### src/rtl/mem_access_ctrl.sv
// Load/store initiator between the CPU datapath and a word-only data memory.
// Sub-word stores are done as read-modify-write; bad requests never strobe memory.
module mem_access_ctrl #(
    parameter int unsigned ADDR_LIMIT = 1024
) (
    input  logic        clk,
    input  logic        reset,
    input  logic        req,
    input  logic        we,
    input  logic [1:0]  size,
    input  logic        sign_ext,
    input  logic [31:0] addr,
    input  logic [31:0] wdata,
    output logic        busy,
    output logic        done,
    output logic        err,
    output logic [31:0] rdata,
    output logic        mem_rd,
    output logic        mem_wr,
    output logic [31:0] mem_addr,
    output logic [31:0] mem_wdata,
    input  logic [31:0] mem_rdata
);

    typedef enum logic [1:0] {
        S_IDLE = 2'b00,
        S_RD   = 2'b01,
        S_WR   = 2'b10,
        S_DONE = 2'b11
    } state_t;

    localparam logic [1:0] SZ_BYTE = 2'b00;
    localparam logic [1:0] SZ_HALF = 2'b01;
    localparam logic [1:0] SZ_WORD = 2'b10;

    state_t      state_q;
    logic        we_q;
    logic [1:0]  size_q;
    logic        sext_q;
    logic [1:0]  off_q;
    logic [15:0] wd_q;
    logic        busy_q;
    logic        done_q;
    logic        err_q;
    logic [31:0] rdata_q;
    logic        mem_rd_q;
    logic        mem_wr_q;
    logic [31:0] mem_addr_q;
    logic [31:0] mem_wdata_q;

    logic        req_err_d;
    logic [7:0]  lane_b_d;
    logic [15:0] lane_h_d;
    logic [31:0] load_d;
    logic [31:0] merge_d;

    // Classify the incoming request: misaligned, out of range or reserved size.
    always_comb begin
        req_err_d = 1'b0;
        unique case (1'b1)
            (size == 2'b11):                    req_err_d = 1'b1;
            (addr >= 32'(ADDR_LIMIT)):          req_err_d = 1'b1;
            (size == SZ_HALF && addr[0]):       req_err_d = 1'b1;
            (size == SZ_WORD && addr[1:0] != 2'b00):
                                                req_err_d = 1'b1;
            default:                            req_err_d = 1'b0;
        endcase
    end

    // Extract the load lane and build the merged word for sub-word stores.
    always_comb begin
        lane_b_d = mem_rdata[{off_q, 3'b000} +: 8];
        lane_h_d = mem_rdata[{off_q[1], 4'b0000} +: 16];
        load_d   = mem_rdata;
        merge_d  = mem_rdata;
        unique case (size_q)
            SZ_BYTE: begin
                load_d = {{24{sext_q & lane_b_d[7]}}, lane_b_d};
                merge_d[{off_q, 3'b000} +: 8] = wd_q[7:0];
            end
            SZ_HALF: begin
                load_d = {{16{sext_q & lane_h_d[15]}}, lane_h_d};
                merge_d[{off_q[1], 4'b0000} +: 16] = wd_q;
            end
            default: begin
                load_d  = mem_rdata;
                merge_d = mem_rdata;
            end
        endcase
    end

    // Access sequencer; every output is a register set on entry to its state.
    always_ff @(posedge clk or negedge reset) begin
        if (!reset) begin
            state_q     <= S_IDLE;
            we_q        <= 1'b0;
            size_q      <= 2'b00;
            sext_q      <= 1'b0;
            off_q       <= 2'b00;
            wd_q        <= 16'h0000;
            busy_q      <= 1'b0;
            done_q      <= 1'b0;
            err_q       <= 1'b0;
            rdata_q     <= 32'h0;
            mem_rd_q    <= 1'b0;
            mem_wr_q    <= 1'b0;
            mem_addr_q  <= 32'h0;
            mem_wdata_q <= 32'h0;
        end else begin
            done_q <= 1'b0;
            unique case (state_q)
                S_IDLE: begin
                    if (req) begin
                        we_q       <= we;
                        size_q     <= size;
                        sext_q     <= sign_ext;
                        off_q      <= addr[1:0];
                        wd_q       <= wdata[15:0];
                        mem_addr_q <= {addr[31:2], 2'b00};
                        busy_q     <= 1'b1;
                        if (req_err_d) begin
                            state_q <= S_DONE;
                            done_q  <= 1'b1;
                            err_q   <= 1'b1;
                        end else if (we && size == SZ_WORD) begin
                            state_q     <= S_WR;
                            mem_wr_q    <= 1'b1;
                            mem_wdata_q <= wdata;
                            err_q       <= 1'b0;
                        end else begin
                            state_q  <= S_RD;
                            mem_rd_q <= 1'b1;
                            err_q    <= 1'b0;
                        end
                    end
                end
                S_RD: begin
                    mem_rd_q <= 1'b0;
                    if (we_q) begin
                        mem_wdata_q <= merge_d;
                        mem_wr_q    <= 1'b1;
                        state_q     <= S_WR;
                    end else begin
                        rdata_q <= load_d;
                        done_q  <= 1'b1;
                        state_q <= S_DONE;
                    end
                end
                S_WR: begin
                    mem_wr_q <= 1'b0;
                    done_q   <= 1'b1;
                    state_q  <= S_DONE;
                end
                S_DONE: begin
                    busy_q  <= 1'b0;
                    err_q   <= 1'b0;
                    state_q <= S_IDLE;
                end
            endcase
        end
    end

    assign busy      = busy_q;
    assign done      = done_q;
    assign err       = err_q;
    assign rdata     = rdata_q;
    assign mem_rd    = mem_rd_q;
    assign mem_wr    = mem_wr_q;
    assign mem_addr  = mem_addr_q;
    assign mem_wdata = mem_wdata_q;

endmodule
### config.mk
export PLATFORM = sky130hd
export DESIGN_NAME = mem_access_ctrl
export DESIGN_NICKNAME = d
export VERILOG_FILES = /design/src/rtl/mem_access_ctrl.sv
export SDC_FILE = /design/constraint.sdc
export NUM_CORES = 1
export LEC_CHECK = 0
export CAP_MARGIN = 20
export CORE_UTILIZATION = 35
export DETAILED_ROUTE_END_ITERATION = 10
export PLACE_DENSITY = 0.68
export SETUP_SLACK_MARGIN = 0.4
export SLEW_MARGIN = 40
export SYNTH_ARGS = -nofsm -noshare
export SYNTH_HDL_FRONTEND = slang
export SYNTH_SLANG_ARGS = --single-unit
export TNS_END_PERCENT = 30
### constraint.sdc
create_clock -name clk -period 2.7 [get_ports clk]
set_input_delay 0.27 -clock clk [delete_from_list [all_inputs] [get_ports clk]]
set_output_delay 0.27 -clock clk [all_outputs]
set_load 0.05 [all_outputs]
==> key figures, run 1 <==
Synth
  – Cell Area, Synth: 0.00628 mm2
  – Xor-xnor portion of the synthesized cell area: 0
  – Synthesized instance count: 590
  – Multiplexer share of the synthesized area: 0.178
  – Post-synthesis compound-gate area fraction: 0.156
  – Post-synthesis cell type count: around 50
  – Post-Synth Simple-Gate Area: 0.105
  – Post-synth EDFFs: 0
  – Syn. warnings: 0
  – Main combinational cell family by area after synthesis: multiplexers
  – Seq cells post-synth: 123
  – Post-Synth Adder-Cell Area: 0.0179
  – Leading area contributor after synthesis: dfrtp_1
  – Sequential share of the synthesized area: 0.490
  – Top cells by area, synth: dfrtp_1 (49%), mux2_1 (7.9%), mux2_4 (5.3%)
  – Post-synth ARST share: 1.00
  – Avg Cell Area, Syn: approximately 11 um2
  – Post-synth top area share: 0.490
  – Top FF cell, synth: dfrtp_1

Setup path
  – Max incr delay on CP: 0.48 ns
  – Critical path depth: 7
  – Data required, critical path: 3.00 ns
  – CP max stage cell: dfrtp_1
  – Crit Path Max Fanout: 8
  – Worst Setup Path Type: reg -> reg
  – CP startpoint: off_q[0]$_DFFE_PN0P_
  – Setup crit end kind: flip-flop
  – Crit Reg-Reg Startpoint: off_q[0]$_DFFE_PN0P_
  – Worst reg-to-reg setup slack: around 0.48 ns
  – CP endpoint: mem_wdata[3]$_DFFE_PN0P_
  – Reg2Reg Depth: 7
  – Cell family with the largest share of critical-path delay: compound AO/OA/AOI/OAI gates
  – Cells along the critical path: inv_1 -> ha_1 -> nand3b_1 -> o22ai_1 -> a221oi_1 -> nor2_1 -> mux2_4
  – Crit path launch type: flip-flop
  – Critical Path AT: ~2.5 ns
  – Reg-to-Reg End: mem_wdata[3]$_DFFE_PN0P_
  – Buf+Inv Stages, Crit Path: 1

Clock network
  – H-tree levels: 4
  – CTS Root Cell: clkbuf_16
  – Total setup buffers inserted after CTS: 0
  – Inserted Clock Buffers: 17
  – CTS tree: done
  – Clk buf depth: 2
  – TritonCTS Sinks: between 100 and 150
  – Reg clk slew, reported paths: 0.06 ns
  – Clk_lat worst skew: 0.42 ns

GRT
  – GR Overflow Total: 0
  – Wire length of the first global-routing pass: 30500 um
  – Initial antenna violation count: 1
  – Largest net degree at the start of global routing: 62
  – Vias in the first global route: 5501
  – Total track usage: 0.222

Timing
  – Slew at the pin closest to its max-slew limit: 0.659 ns
  – Slew Limit Fails: 0
  – Tmin final: 2.22 ns
  – Final Hold Viols: 0
  – Max Fclk: 450 MHz
  – Slew HR: 0.559
  – Final setup margin: 0.475 ns
  – Crit share post-route: 0.824
  – Fin Clk Skew: 0.0111 ns
  – Final setup vio count: 0
  – RSZ-0062 raised after global routing: yes
  – Setup_tns: 0 ns

Hold path
  – Hold/Removal Path Class: in -> async

Floorplan
  – Die ar.: 0.0185 mm2
  – I/O Pins: 204
  – Starting Density: 0.361
  – Chip width: between 100 and 150 um
  – Core Rows: 48
  – Core Area: 0.0174 mm2
  – Die height: 136 um

Layout
  – Synth-to-layout area growth: 46.1%
  – Layout net count: roughly 900
  – Diode count: 0
  – Most common cell after layout, fill and taps aside: clkdlybuf4s50_1
  – Share of cells above drive strength 1: 0.123
  – Multi-input gate area: 0.00289 mm2
  – Fillers: 1579
  – Reg area: 0.00308 mm2
  – Leading cell types in the layout, fill and taps excluded: clkdlybuf4s50_1 (200), dfrtp_1 (123), nor2_1 (73)
  – Post-Layout Cell Count: 1029

Run
  – MaxCap Viol Count: 0

Routing
  – Via/cell ratio: 5.29
  – Vias: approximately 5.4k
  – DRT Pass-1 Iters: 5
  – DRT Wirelength: 19900 um
  – 1st-iter DRT viols: 427
  – Detailed-route DRC error count: 0
  – Routed len/inst: slightly below 20 um
  – Routed Antenna Nets: 0

Power and ir drop
  – Static Leakage: 0.00401 uW
  – Peak supply drop: 0.782 mV
  – Cell area power density: ~1500 mW/mm2

Placed design
  – Setup WS pre-CTS: around 0.2 ns
  – Dpl hpwl: 14600 um
  – I/O Buffers: 201
  – Post-placement cell count: 996
  – Gpl congestion: 0.819

Outcome
  – Outcome: finished, final reports clean
==> final cells by class <==
cell class,count,area share
multi-input combinational,391,0.315
tap,225,0.0307
clock inverter,10,0.0127
clock buffer,22,0.0517
sequential,123,0.335
timing repair buffer,222,0.240
inverter,36,0.0147
==> how the worst min path moves through the flow <==
stage                                end  depth (start not counted)
2_1_floorplan           busy$_DFFE_PN0P_                          0
6_report            wd_q[12]$_DFFE_PN0P_                          2
3_5_place_dp   mem_wdata[29]$_DFFE_PN0P_                          1
4_1_cts          mem_addr[9]$_DFFE_PN0P_                          2
3_3_place_gp   mem_wdata[27]$_DFFE_PN0P_                          1
5_1_grt          mem_addr[8]$_DFFE_PN0P_                          2
==> cells by family (layout without fill, tap and decap cells) <==
group,Yosys count,count (layout)
mux,93,93
buf+inv,77,290
fa+ha+maj,9,9
compound gates,144,144
flops,123,123
other cells,1,2
simple gates,143,143
==> metal layers <==
layer | vias up | part of all wire | global-route usage
met5 | - | 0.00055 | 0
met4 | 2 | 0.018 | 0.0747
met3 | 31 | 0.10 | 0.0809
met2 | 249 | 0.46 | 0.355
met1 | 2630 | 0.42 | 0.275
li1 | 2529 | - | -
==> where the power goes <==
group | internal [uW] | switching, uW
clock | 1430 | 845
combinational | 3120 | 5000
sequential | 2820 | 724
==> worst register-to-register path, stage by stage, from the launching register on <==
cell	delay, ns
dfrtp_1	0.48
inv_1	0.12
ha_1	0.36
nand3b_1	0.15
o22ai_1	0.19
a221oi_1	0.45
nor2_1	0.09
mux2_4	0.27
==> registers in the layout, summed over array words and instances, names as in the netlist <==
name and count:
mem_wdata 32, rdata 32, mem_addr 30, wd_q 16
off_q 2, size_q 2, state_q 2, busy 1
done 1, err 1, mem_rd 1, mem_wr 1
sext_q 1, we_q 1
==> repair_timing <==
action | in CTS | in global routing
hold buffers | 1 | 0
gates resized for setup | 0 | 2
setup endpoints to repair | 0 | 21
endpoints found under the hold margin | 59 | 0
==> stage by stage <==
| step | utilization | total power [uW] | hold slack (ns) | cell area (um2) |
|---|---|---|---|---|
| floorplan | - | 9020 | -0.0256 | 6290 |
| CTS | 0.527 | 14000 | 0.425 | 9170 |
| global route | 0.527 | 14700 | 0.427 | 9180 |
| detailed placement | 0.492 | 11700 | 0.410 | 8570 |
| global placement | 0.490 | 11500 | 0.405 | 8540 |
| finish | 0.527 | 13900 | 0.403 | 9180 |
==> synth_stat cells, types with 3 or more instances <==
library cell / count
dfrtp_1: 123
nor2_1: 73
a21oi_1: 48
mux2_1: 44
inv_1: 35
nand2_1: 31
clkbuf_1: 23
mux2_4: 22
mux2_2: 16
a221oi_1: 15
o21ai_1: 13
a31oi_1: 12
mux2i_1: 11
a22oi_1: 10
buf_2: 10
ha_1: 9
nand2b_1: 8
o221ai_1: 8
a222oi_1: 7
a2bb2oi_1: 7
and3_1: 7
o21ai_0: 6
nor2b_1: 5
nor4_1: 5
a21o_1: 4
buf_1: 3
buf_6: 3
nor3_1: 3
o22ai_1: 3
Power figures use the tool's default switching activity.
==> inputs of run 2 (changes only) <==
==> constraint.sdc (replaced) <==
create_clock -name clk -period 2.25 [get_ports clk]
set_input_delay 0.225 -clock clk [delete_from_list [all_inputs] [get_ports clk]]
set_output_delay 0.225 -clock clk [all_outputs]
set_load 0.05 [all_outputs]
==> run 2 against run 1 <==
  * Sequential share of layout area decreased by 2.6 points
  * Cell area increased by 8.5%
  * Total power increased by 29%
==> key figures, run 2 (same netlist as run 1, synthesis figures left out) <==
Setup path
  – Worst reg-to-reg setup slack: 0.32 ns
  – CP startpoint: state_q[0]$_DFFE_PN0P_
  – Reg-to-Reg End: mem_wdata[26]$_DFFE_PN0P_
  – CP endpoint: mem_wdata[26]$_DFFE_PN0P_
  – Cells along the critical path: buf_6 -> ha_4 -> nor2b_4 -> nor3_4 -> o21ai_4 -> buf_12 -> clkbuf_16 -> mux2_4
  – Critical Path AT: 2.24 ns
  – Max incr delay on CP: 0.41 ns
  – Crit Path Max Fanout: 6
  – Cell family with the largest share of critical-path delay: buffers and inverters
  – Crit Reg-Reg Startpoint: state_q[0]$_DFFE_PN0P_
  – Worst Setup Path Type: reg -> reg
  – Crit path launch type: flip-flop
  – Buf+Inv Stages, Crit Path: 3
  – CP max stage cell: dfrtp_1
  – Reg2Reg Depth: 8
  – Critical path depth: 8
  – Setup crit end kind: flip-flop
  – Data required, critical path: approximately 2.6 ns

Outcome
  – Outcome: finished, final reports clean

Routing
  – 1st-iter DRT viols: around 430
  – DRT Pass-1 Iters: 5
  – DRT Wirelength: 20400 um
  – Via/cell ratio: 5.33
  – Vias: approximately 5.7k
  – Detailed-route DRC error count: 0
  – Routed Antenna Nets: 0
  – Routed len/inst: ~19 um

Power and ir drop
  – Static Leakage: 0.00434 uW
  – Reg power frac: 0.239
  – Peak supply drop: ~0.96 mV
  – Sw frac: 0.466
  – Clock power frac: 0.146
  – Cell area power density: 1810 mW/mm2
  – Internal Pwr Total: 9600 uW
  – Combinational Power Share: 0.615
  – Switching pwr: approximately 8400 uW

Clock network
  – TritonCTS Sinks: 123
  – Clk_lat worst skew: 0.43 ns
  – Inserted Clock Buffers: 17
  – CTS Root Cell: clkbuf_16
  – Clk buf depth: 2
  – H-tree levels: 4
  – CTS tree: done
  – Reg clk slew, reported paths: ~0.06 ns

Floorplan
  – Chip width: 136 um
  – Die height: 136 um
  – Die ar.: 0.0185 mm2
  – I/O Pins: 204
  – Starting Density: 0.361
  – Core Area: 0.0174 mm2
  – Core Rows: 48

Timing
  – RSZ-0062 raised after global routing: yes
  – Crit share post-route: 0.859
  – Final setup vio count: 0
  – Slew at the pin closest to its max-slew limit: 0.570 ns
  – Fin Clk Skew: 0.0104 ns
  – Hold WS: 0.0785 ns
  – Slew Limit Fails: 0
  – Final Hold Viols: 0
  – Slew HR: 0.619
  – Max Fclk: 517 MHz
  – Tmin final: ~1.9 ns
  – Setup_tns: 0 ns

Layout
  – Share of cells above drive strength 1: 0.228
  – Most common cell after layout, fill and taps aside: clkdlybuf4s50_1
  – Layout net count: roughly 940
  – Leading cell types in the layout, fill and taps excluded: clkdlybuf4s50_1 (195), dfrtp_1 (120), nor2_1 (70)
  – Diode count: 0
  – Synth-to-layout area growth: 58.5%

Placed design
  – Gpl congestion: 0.806
  – I/O Buffers: 201
  – Dpl hpwl: 14400 um

Run
  – MaxCap Viol Count: 0

GRT
  – Largest net degree at the start of global routing: 45
  – Wire length of the first global-routing pass: 31300 um
  – Initial antenna violation count: 2
  – Vias in the first global route: 5637
  – Total track usage: 0.228
  – GR Overflow Total: 0

Hold path
  – Hold/Removal Path Class: in -> reg
run 2: cell count changes in the layout (fill, tap and decap cells not counted), sizes merged:
| cell | previous run | this run |
|---|---|---|
| buf | 21 | 57 |
| clkdlybuf4s50 | 200 | 195 |
| clkinvlp | 2 | 7 |
| dlymetal6s2s | 0 | 3 |
| clkbuf | 22 | 20 |
| dlygate4sd2 | 0 | 2 |
| bufinv | 2 | 1 |
run 2: what timing repair did:
action / CTS / global route
resized for setup: 40 / 35
setup buffers: 13 / 14
endpoints found under the hold margin: 36 / 0
cloned: 2 / 2
hold buffers: 1 / 0
pin swaps: 16 / 14
endpoints found under the setup margin: 73 / 170
run 2: power by group through the flow:
stage / sequential (uW) / clock [uW] / combinational, uW
after floorplan: 7220 / 0 / 3790
after global placement: 4230 / 0 / 9860
after detailed placement: 4250 / 0 / 9910
after CTS: 4260 / 2680 / 10600
after global routing: 4430 / 2770 / 11700
final: 4290 / 2630 / 11100
run 2: worst min path at each step:
| stage | startpoint | endpoint | cells after the start |
|---|---|---|---|
| finish | addr[17] | mem_addr[17]$_DFFE_PN0P_ | 2 |
| detailed placement | reset | mem_wdata[13]$_DFFE_PN0P_ | 1 |
| CTS | addr[15] | mem_addr[15]$_DFFE_PN0P_ | 2 |
| global route | addr[17] | mem_addr[17]$_DFFE_PN0P_ | 2 |
| global placement | reset | mem_wdata[13]$_DFFE_PN0P_ | 1 |
| floorplan | reset | busy$_DFFE_PN0P_ | 0 |
run 2: cell type report:
cell class              instances  area, um2
repair inverters                1       7.51
repair buffers                259       2640
clock inverters                13        119
well taps                     225        282
clock buffers                  19        453
inverters                      36        150
fillers                      1524       7460
flip-flops and latches        123       3080
multi-input cells             391       3220
run 2: metal layers:
metal / global-route usage / wire length (um) / vias to the layer above
li1: - / - / 2608
met1: 0.282 / 8420 / 2740
met2: 0.368 / 9480 / 290
met3: 0.0779 / 1960 / 42
met4: 0.0815 / 514 / 4
met5: 0 / 27 / -
run 2: per-stage QoR:
stage | utilization | setup WS, ns | power, uW | instance area [um2] | std cells
3_5_place_dp | 0.502 | -0.103 | 14200 | 8750 | 1003
2_1_floorplan | - | 0.266 | 11000 | 6420 | 591
6_report | 0.572 | 0.317 | 18000 | 9960 | 1067
3_3_place_gp | 0.502 | -0.0862 | 14100 | 8750 | 1003
4_1_cts | 0.554 | 0.335 | 17500 | 9640 | 1051
5_1_grt | 0.572 | 0.261 | 18900 | 9960 | 1067
==> inputs of run 3 (changes only) <==
--- a/config.mk
+++ b/config.mk
@@ -6,12 +6,13 @@
 export NUM_CORES = 1
 export LEC_CHECK = 0
 export CAP_MARGIN = 20
+export CELL_PAD_IN_SITES_DETAIL_PLACEMENT = 0
+export CELL_PAD_IN_SITES_GLOBAL_PLACEMENT = 1
 export CORE_UTILIZATION = 35
 export DETAILED_ROUTE_END_ITERATION = 10
-export PLACE_DENSITY = 0.68
+export PLACE_DENSITY = 0.84
 export SETUP_SLACK_MARGIN = 0.4
 export SLEW_MARGIN = 40
 export SYNTH_ARGS = -nofsm -noshare
 export SYNTH_HDL_FRONTEND = slang
 export SYNTH_SLANG_ARGS = --single-unit
-export TNS_END_PERCENT = 30
==> constraint.sdc (replaced) <==
create_clock -name clk -period 1.9 [get_ports clk]
set_input_delay 0.19 -clock clk [delete_from_list [all_inputs] [get_ports clk]]
set_output_delay 0.19 -clock clk [all_outputs]
set_load 0.05 [all_outputs]
==> run 3 against run 2 <==
  * Clock-buffer cell count increased by 2
  * Final cell count increased by 4.3%
  * The flow now finishes with violations (setup timing)
  * Critical path depth decreased by 3
  * Fmax decreased by 0.14%
  * Routed wire length increased by 15%
  * Cell area increased by 8.2%
  * Die area unchanged
  * Non-clock buffer count increased by 44
  * Combinational power increased by 32%
  * Hold slack improved by 0.091 ns
  * Critical endpoint is now mem_wdata[13]$_DFFE_PN0P_
==> key figures, run 3 (same netlist as run 1, synthesis figures left out) <==
Layout
  – Leading cell types in the layout, fill and taps excluded: dfrtp_1 (119), clkdlybuf4s50_1 (81), mux2_4 (76)
  – Diode count: 0
  – Fillers: around 1.3k
  – Share of cells above drive strength 1: 0.448
  – Core Util, Final: 0.619
  – Layout net count: 987
  – Most common cell after layout, fill and taps aside: dfrtp_1
  – Post-Layout Cell Count: 1113
  – Synth-to-layout area growth: 71.5%

Routing
  – Vias: 6042
  – Routed len/inst: roughly 21 um
  – DRT Wirelength: 23400 um
  – Detailed-route DRC error count: 0
  – Via/cell ratio: ~5.4
  – Routed Antenna Nets: 0
  – 1st-iter DRT viols: 517
  – DRT Pass-1 Iters: 8

Setup path
  – Critical Path AT: 2.30 ns
  – Worst reg-to-reg setup slack: -0.04 ns
  – Worst Setup Path Type: reg -> reg
  – Crit path launch type: flip-flop
  – Reg2Reg Depth: 5
  – Crit Path Max Fanout: 8
  – Setup crit end kind: flip-flop
  – Data required, critical path: between 2 and 2.5 ns

Floorplan
  – Core Rows: 48
  – Die ar.: 0.0185 mm2
  – Core Area: 0.0174 mm2
  – Die height: 136 um
  – Starting Density: 0.361
  – Chip width: between 100 and 150 um
  – I/O Pins: 204

Timing
  – Final Hold Viols: 0
  – Hold WS: between 0.15 and 0.2 ns
  – Final setup margin: -0.0358 ns
  – Setup_tns: -0.0734 ns
  – RSZ-0062 raised after global routing: yes
  – Fin Clk Skew: between 0.01 and 0.015 ns
  – Max Fclk: 517 MHz
  – Slew Limit Fails: 0
  – Final setup vio count: 5
  – Tmin final: 1.94 ns
  – Slew HR: 0.579
  – Slew at the pin closest to its max-slew limit: about 0.63 ns
  – Crit share post-route: 1.02

Outcome
  – Outcome: complete, but fails checks
  – Failing checks: setup timing

Clock network
  – TritonCTS Sinks: 123
  – Clk_lat worst skew: 0.43 ns
  – H-tree levels: 4
  – Clk buf depth: 2
  – Reg clk slew, reported paths: 0.06 ns
  – CTS tree: done
  – Inserted Clock Buffers: 17
  – CTS Root Cell: clkbuf_16

Run
  – MaxCap Viol Count: 0

Power and ir drop
  – Power, Total: 23100 uW
  – Cell area power density: approximately 2100 mW/mm2
  – Peak supply drop: 1.21 mV
  – Static Leakage: 0.00499 uW

Placed design
  – Gpl congestion: 0.869
  – Dpl hpwl: 15700 um
  – Post-placement cell count: about 1.0k
  – I/O Buffers: 201

GRT
  – Wire length of the first global-routing pass: 34700 um
  – Total track usage: 0.253
  – Largest net degree at the start of global routing: between 40 and 50
  – Vias in the first global route: 6283
  – Initial antenna violation count: 0
  – GR Overflow Total: 0

Hold path
  – Hold/Removal Path Class: in -> reg
  – Hold path depth: 2
run 3: changes by cell type in the layout (fill, tap and decap cells not counted), moves of 8 or more:
| cell | before | now |
|---|---|---|
| mux2_2 | 16 | 4 |
| clkbuf_2 | 0 | 52 |
| clkdlybuf4s15_2 | 0 | 39 |
| mux2_4 | 24 | 76 |
| dlygate4sd2_1 | 2 | 20 |
| clkdlybuf4s50_1 | 195 | 81 |
| buf_4 | 40 | 58 |
| clkdlybuf4s15_1 | 0 | 8 |
| buf_6 | 5 | 25 |
| mux2_1 | 42 | 2 |
| a21oi_1 | 46 | 38 |
run 3: per-stage QoR:
stage	worst slack [ns]	area [um2]
floorplan	-0.0841	6680
global placement	-0.409	9090
detailed placement	-0.433	9090
CTS	0.0335	10600
global route	-0.0936	10800
finish	-0.0358	10800
run 3: cell type report:
class	instances	area [um2]	area share
clock buffer	21	480	0.0446
clock inverter	11	134	0.0124
inverter	36	151	0.0141
multi-input combinational	394	3740	0.347
sequential	123	3080	0.286
tap	225	282	0.0261
timing repair buffer	303	2910	0.270
run 3: path summary, 6_finish.rpt:
| kind | endpoint | start |
|---|---|---|
| worst max-delay path | mem_wdata[13]$_DFFE_PN0P_ | off_q[1]$_DFFE_PN0P_ |
| worst min-delay path | mem_addr[27]$_DFFE_PN0P_ | addr[27] |
| worst min register to register | mem_wdata[1]$_DFFE_PN0P_ | mem_wdata[1]$_DFFE_PN0P_ |
| max in group asynchronous | state_q[0]$_DFFE_PN0P_ | reset |
| min in group asynchronous | mem_wdata[27]$_DFFE_PN0P_ | reset |
| worst max register to register | mem_wdata[13]$_DFFE_PN0P_ | off_q[1]$_DFFE_PN0P_ |
run 3: critical path: stages, from the launching register on:
cell and delay (ns):
dfrtp_2 0.47, nand2b_2 0.25, nor2_1 0.51, a222oi_1 0.20
a21oi_1 0.27, mux2_4 0.18
run 3: what timing repair did:
action / 4_1_cts / 5_1_grt
cloned: 8 / 1
setup endpoints to repair: 221 / 176
buffers inserted: 28 / 9
pin swaps: 37 / 23
endpoints found under the hold margin: 22 / 0
resized for setup: 373 / 116
hold buffers: 1 / 0
run 3: layer usage:
layer / track usage / wire [um] / vias to the layer above
met2: 0.421 / 11400 / 340
li1: - / - / 2693
met5: 0 / 0 / -
met3: 0.0790 / 2510 / 51
met4: 0.0988 / 625 / 0
met1: 0.304 / 8880 / 2958
run 3: power breakdown:
part           switching (uW)  internal, uW  total, uW
Combinational            8430          6150      14600
Clock                    1250          2080       3330
Sequential               1130          4020       5150
